`src/rtl/poly_io_ctrl.sv`:
```
`default_nettype none
// ============================================================================
// Module   : poly_io_ctrl
// Purpose  : Host-side initiator for the multi-lane NTT core. Streams N
//            coefficients into the banks using the skewed stage-0 mapping,
//            pulses the core start with the latched opcode, waits for finish,
//            then streams the N results out through a 2-entry skid FIFO.
// Revision : 1.0 - initial release
// ============================================================================
module poly_io_ctrl #(
    parameter int DATA_WIDTH = 12,
    parameter int N          = 256,
    parameter int BANKS      = 16,
    parameter int ADDR_WIDTH = 8
) (
    input  logic                     clk,
    input  logic                     rst,         // asynchronous, active low
    input  logic                     go,
    input  logic [1:0]               op_in,
    input  logic                     s_valid,
    output logic                     s_ready,
    input  logic [DATA_WIDTH-1:0]    s_data,
    output logic                     m_valid,
    input  logic                     m_ready,
    output logic [DATA_WIDTH-1:0]    m_data,
    output logic                     bank_we,
    output logic                     bank_re,
    output logic [$clog2(BANKS)-1:0] bank_sel,
    output logic [ADDR_WIDTH-1:0]    bank_addr,
    output logic [DATA_WIDTH-1:0]    bank_wdata,
    input  logic [DATA_WIDTH-1:0]    bank_rdata,
    output logic                     ntt_start,
    output logic [1:0]               ntt_opcode,
    input  logic                     ntt_finish,
    output logic                     busy,
    output logic                     done
);

    localparam int SEL_W = $clog2(BANKS);
    localparam int CNT_W = $clog2(N) + 1;
    localparam logic [CNT_W-1:0] C_ONE      = CNT_W'(1);
    localparam logic [CNT_W-1:0] C_LAST_IDX = CNT_W'(N - 1);
    localparam logic [CNT_W-1:0] C_N        = CNT_W'(N);

    typedef enum logic [2:0] {
        ST_IDLE   = 3'd0,
        ST_LOAD   = 3'd1,
        ST_START  = 3'd2,
        ST_WAIT   = 3'd3,
        ST_UNLOAD = 3'd4
    } state_t;

    state_t                 state_q, state_d;
    logic [CNT_W-1:0]       idx_q, idx_d;        // load index, then read-issue index
    logic [CNT_W-1:0]       pop_q, pop_d;        // results handed off to the sink
    logic [1:0]             op_q, op_d;
    logic                   inflight_q, inflight_d;
    logic                   done_q, done_d;
    logic [DATA_WIDTH-1:0]  ent0_q, ent0_d, ent1_q, ent1_d;
    logic                   rd_ptr_q, rd_ptr_d, wr_ptr_q, wr_ptr_d;
    logic [1:0]             count_q, count_d;

    logic [CNT_W-1:0]       map_addr;
    logic [SEL_W-1:0]       map_sel;
    logic                   push, pop, issue_ok;
    logic [2:0]             pending;

    // Skewed mapping of the current index: addr = idx/BANKS, sel = (idx + addr) mod BANKS
    always_comb begin
        map_addr = idx_q >> SEL_W;
        map_sel  = idx_q[SEL_W-1:0] + map_addr[SEL_W-1:0];
    end

    // FIFO handshake terms; a same-cycle pop frees a slot so reads can stream at one per cycle
    always_comb begin
        push     = inflight_q;
        pop      = m_valid && m_ready;
        pending  = 3'(count_q) + 3'(inflight_q) - 3'(pop);
        issue_ok = (pending < 3'd2) && (idx_q < C_N);
    end

    // Sequencer: next state, counters and bank port strobes
    always_comb begin
        state_d    = state_q;
        idx_d      = idx_q;
        pop_d      = pop_q;
        op_d       = op_q;
        inflight_d = 1'b0;
        done_d     = 1'b0;
        s_ready    = 1'b0;
        bank_we    = 1'b0;
        bank_re    = 1'b0;
        bank_sel   = '0;
        bank_addr  = '0;
        bank_wdata = '0;
        case (state_q)
            ST_IDLE: begin
                if (go) begin
                    op_d    = op_in;
                    idx_d   = '0;
                    state_d = ST_LOAD;
                end
            end
            ST_LOAD: begin
                s_ready = 1'b1;
                if (s_valid) begin
                    bank_we    = 1'b1;
                    bank_sel   = map_sel;
                    bank_addr  = ADDR_WIDTH'(map_addr);
                    bank_wdata = s_data;
                    idx_d      = idx_q + C_ONE;
                    if (idx_q == C_LAST_IDX) begin
                        state_d = ST_START;
                    end
                end
            end
            ST_START: begin
                state_d = ST_WAIT;
            end
            ST_WAIT: begin
                if (ntt_finish) begin
                    idx_d   = '0;
                    pop_d   = '0;
                    state_d = ST_UNLOAD;
                end
            end
            ST_UNLOAD: begin
                if (issue_ok) begin
                    bank_re    = 1'b1;
                    bank_sel   = map_sel;
                    bank_addr  = ADDR_WIDTH'(map_addr);
                    idx_d      = idx_q + C_ONE;
                    inflight_d = 1'b1;
                end
                if (pop) begin
                    pop_d = pop_q + C_ONE;
                    if (pop_q == C_LAST_IDX) begin
                        done_d  = 1'b1;
                        state_d = ST_IDLE;
                    end
                end
            end
            default: begin
                state_d = ST_IDLE;
            end
        endcase
    end

    // Skid FIFO: capture read data one cycle after the strobe, pop on sink handshake
    always_comb begin
        ent0_d   = ent0_q;
        ent1_d   = ent1_q;
        wr_ptr_d = wr_ptr_q;
        rd_ptr_d = rd_ptr_q;
        if (push) begin
            if (wr_ptr_q) begin
                ent1_d = bank_rdata;
            end else begin
                ent0_d = bank_rdata;
            end
            wr_ptr_d = ~wr_ptr_q;
        end
        if (pop) begin
            rd_ptr_d = ~rd_ptr_q;
        end
        count_d = count_q + {1'b0, push} - {1'b0, pop};
    end

    // State and datapath registers; reset discards any in-flight reads
    always_ff @(posedge clk or negedge rst) begin
        if (!rst) begin
            state_q    <= ST_IDLE;
            idx_q      <= '0;
            pop_q      <= '0;
            op_q       <= 2'b00;
            inflight_q <= 1'b0;
            done_q     <= 1'b0;
            ent0_q     <= '0;
            ent1_q     <= '0;
            rd_ptr_q   <= 1'b0;
            wr_ptr_q   <= 1'b0;
            count_q    <= 2'd0;
        end else begin
            state_q    <= state_d;
            idx_q      <= idx_d;
            pop_q      <= pop_d;
            op_q       <= op_d;
            inflight_q <= inflight_d;
            done_q     <= done_d;
            ent0_q     <= ent0_d;
            ent1_q     <= ent1_d;
            rd_ptr_q   <= rd_ptr_d;
            wr_ptr_q   <= wr_ptr_d;
            count_q    <= count_d;
        end
    end

    // Outputs decoded from registered state only
    always_comb begin
        m_valid    = (count_q != 2'd0);
        m_data     = m_valid ? (rd_ptr_q ? ent1_q : ent0_q) : '0;
        ntt_start  = (state_q == ST_START);
        ntt_opcode = op_q;
        busy       = (state_q != ST_IDLE);
        done       = done_q;
    end

endmodule
`default_nettype wire
```
`config.mk`:
```
export PLATFORM = sky130hd
export DESIGN_NAME = poly_io_ctrl
export DESIGN_NICKNAME = d
export VERILOG_FILES = /design/src/rtl/poly_io_ctrl.sv
export SDC_FILE = /design/constraint.sdc
export NUM_CORES = 1
export LEC_CHECK = 0
export CORE_MARGIN = 10
export CORE_UTILIZATION = 49
export DETAILED_ROUTE_END_ITERATION = 16
export GPL_TIMING_DRIVEN = 1
export PLACE_DENSITY = 0.91
export SLEW_MARGIN = 25
export SYNTH_ARGS = -nofsm -noshare
export SYNTH_HDL_FRONTEND = slang
export SYNTH_SLANG_ARGS = --single-unit
```
`constraint.sdc`:
```
create_clock -name clk -period 3.95 [get_ports clk]
set_input_delay 0.5925 -clock clk [delete_from_list [all_inputs] [get_ports clk]]
set_output_delay 0.5925 -clock clk [all_outputs]
set_load 0.005 [all_outputs]
```
==> PnR_summary.wiki <==
{| class="wikitable"
! Metric !! Value
|-
| Result of the run || complete, no violations
|-
| Top cells by instance count after synthesis || dfrtp_1 (53), nor2_1 (28), mux2_2 (26), and2_1 (18), nand2_1 (17)
|-
| Via count of the first global-routing pass || 2567
|-
| Die height || 97.23 um
|-
| Number of top-level pins || 77
|-
| Cts-stage hold buffer count || 0
|-
| Post-synthesis register bit count || 53
|-
| Clock insertion delay at the later pin of the skew report || 0.31 ns
|-
| Layout Area Growth over Synthesis || 32.11%
|-
| Clock edge transition at the registers on the reported setup and hold paths || 0.10 ns
|-
| Reported max-cap violation count || 0
|-
| Post-Route Skew || 0.007810 ns
|-
| Setup repair after global routing missed its margin || no
|-
| Mean number of vias per cell || 5.480
|-
| WP data arrival || 3.15 ns
|-
| HPWL after detailed placement || 5.353 mm
|-
| Worst Path Max Fanout || 6
|-
| Flip-flop cell with the highest count after synthesis || dfrtp_1
|-
| Max-slew violation count || 0
|-
| Post-synthesis share of cell area spent on and, or, nand and nor gates || 19.43%
|-
| Fraction of the yosys area taken by sequential cells || 45.38%
|-
| Worst Path Required || 3.36 ns
|-
| CTS sink count || 53
|-
| Library cell used as clock root buffer || clkbuf_8
|-
| Weighted congestion reported at the end of routability-driven placement || 0.8536
|-
| First-pass GRT wire length || 12.12 mm
|-
| Number of cell rows || 28
|-
| HP Class || in -> async
|-
| Number of synthesized flops with an enable pin || 0
|-
| Proportion of register bits with asynchronous set or reset after synthesis || 100.0%
|-
| Multiplexer share of the synthesized area || 14.85%
|-
| Tcrit/Tclk final || 94.84%
|-
| Xor and xnor area share after synthesis || 2.697%
|-
| Main combinational cell family by area after synthesis || simple AND/OR/NAND/NOR gates
|-
| Remaining number of nets flagged by the antenna check after routing || 0
|-
| Count of fill cells added during filler insertion || 448
|-
| Maximum number of pins on one net before global-route repair || 54
|-
| Routed vias || 2329
|-
| Total number of nets in the final design || 392
|-
| Worst Setup Start Kind || flop
|-
| Crit. End Element || primary output
|-
| Iter 0 DRT Violations || 135
|-
| Total Wirelength || 7.140 mm
|-
| Worst-case headroom to the max-slew limit || 44.91%
|-
| Iteration count of the initial detailed-routing pass || 4
|-
| Mean post-synth cell area || 10.59 um2
|-
| Maximum operating frequency || 266.9 MHz
|-
| Critical path start-end classification || reg -> out
|-
| Clock Tree Buf Depth || 2
|-
| Post-synthesis adder-cell area fraction || 5.223%
|-
| Static power due to leakage || 1.770 nW
|-
| Area enclosed by the die boundary || 9454 um2
|-
| Final standard cell area without fillers || 3861 um2
|-
| Fraction of post-synthesis cell area in the top cell type by area || 45.38%
|-
| Gate count of the mapped netlist || 276
|-
| CTS tree || built
|-
| Cell area after synthesis || 2923 um2
|-
| Total power density per cell area || 413.5 nW/um2
|-
| Cts bufs inserted || 5
|-
| Number of antenna violations at the first check in global routing || 0
|-
| Width of the die || 97.23 um
|-
| # diodes || 0
|-
| Min Hold Slack || 0.3815 ns
|-
| Synth Area in Compound Gates || 8.219%
|-
| Overall overflow remaining after global route || 0
|-
| Hold violation total from the final report || 0
|-
| # setup viols final || 0
|-
| Worst slew pin tran || 0.8233 ns
|-
| Total GRT Usage || 14.97%
|-
| Library cell occupying the most area in the post-synthesis netlist || dfrtp_1
|-
| Count of buffers inserted at the top-level ports || 73
|-
| Max rail drop VDD || 0.0002106 V
|-
| Instance area after placement || 3706 um2
|-
| Floorplan core area || 5851 um2
|-
| Proportion of layout cells with a drive suffix above 1 || 14.86%
|-
| CTS H-tree lvls || 2
|-
| Post-route DRC violation count || 0
|-
| Most numerous cell in the Yosys netlist || dfrtp_1
|-
| Shortest period the worst path allows || 3.746 ns
|-
| Initial core utilization || 49.96%
|-
| Post-synthesis cell type count || 49
|-
| Biggest area contributors in the synthesized netlist || dfrtp_1 (45%), mux2_2 (10%), mux2i_1 (4.5%)
|-
| Routed length per placed instance || 16.80 um
|-
| Number of synthesis warnings || 0
|}
stage by stage:
stage          power (mW)  cells  setup WS [ns]  setup TNS, ns  utilization, %
3_5_place_dp        1.252    416       -0.08686        -0.4453           63.34
6_report            1.597    425         0.2039              0           66.00
5_1_grt             1.701    425        0.01278              0           66.00
3_3_place_gp        1.227    416        0.03588              0           63.34
2_1_floorplan      0.9660    278         0.8061              0               -
4_1_cts             1.579    424        0.04502              0           65.21
per-layer routing:
metal / up-vias / wire length [um] / GRT usage, %
li1: 1101 / - / -
met1: 1134 / 3030 / 16.53
met2: 83 / 3329 / 25.21
met3: 11 / 667 / 6.543
met4: 0 / 113 / 4.922
met5: - / 0 / 0
path summary, 6_finish.rpt:
path                                  startpoint  slack [ns]  depth (start not counted)                    end
hold reg to reg            ent1_q[5]$_DFFE_PN0P_        0.51                          1  ent1_q[5]$_DFFE_PN0P_
setup reg to reg            count_q[1]$_DFF_PN0_        1.06                         12   idx_q[6]$_DFFE_PN0P_
hold / removal                               rst        0.38                          2  ent0_q[0]$_DFFE_PN0P_
min in group clk           ent1_q[5]$_DFFE_PN0P_        0.51                          1  ent1_q[5]$_DFFE_PN0P_
setup / recovery            count_q[1]$_DFF_PN0_        0.20                         11           bank_addr[3]
max in group asynchronous                    rst        3.13                          2   pop_q[4]$_DFFE_PN0P_
timing repair:
item                       CTS  global route
setup endpoints to repair    8             8
pin swaps                    0             4
setup buffers                0             1
resized for setup            4             6
hold endpoints to repair     0             0
logic make-up (layout without fill, tap and decap cells):
group	count (synthesis)	count (layout)
compound gates	36	36
fa+ha+maj	11	11
flops	53	53
other cells	1	3
simple gates	100	100
mux	40	40
xor+xnor	9	9
buf+inv	26	98
final cells by class:
cell class / instances / area (um2) / share of cell area, %
Tap cell: 75 / 93.84 / 2.430
Inverter: 12 / 45.04 / 1.167
Clock inverter: 2 / 15.01 / 0.3889
Clock buffer: 6 / 72.57 / 1.879
Multi-Input combinational cell: 199 / 1538 / 39.82
Sequential cell: 53 / 1326 / 34.35
Timing Repair Buffer: 78 / 770.7 / 19.96
sequential cells by signal (all words and copies together) (netlist names):
register and flops:
done 1, count_q 2, ntt_opcode 2, ent0_q 12
ent1_q 12, state_q 3, wr_ptr_q 1, idx_q 9
inflight_q 1, rd_ptr_q 1, pop_q 9
placed cells by master (no fill, tap or decap), drive strengths merged, types with 3 or more instances in the layout:
master and n:
clkdlybuf4s50 69, dfrtp 53, nor2 28, mux2 27, and2 18, nand2 17, mux2i 13, inv 12
o21ai 11, nand3 9, ha 9, xnor2 8, a21oi 7, clkbuf 6, buf 6, nor3 4
and3 3, a21o 3, or3 3, a22o 3, a22oi 3, conb 3, dlymetal6s2s 3, nor2b 3
a31oi 3
power by group:
| group | switching, mW | internal, mW | total, mW |
|---|---|---|---|
| sequential | 0.102 | 0.591 | 0.693 |
| clock | 0.179 | 0.125 | 0.305 |
| combinational | 0.250 | 0.349 | 0.599 |
critical path: stages (launching register included):
cell,delay (ns)
dfrtp_1,0.51
o21ai_2,0.18
inv_1,0.07
ha_1,0.28
inv_1,0.06
ha_1,0.13
inv_1,0.05
fa_1,0.51
nor2b_4,0.23
a31o_4,0.21
and2_1,0.12
clkdlybuf4s50_1,0.49
Power figures use the tool's default switching activity.
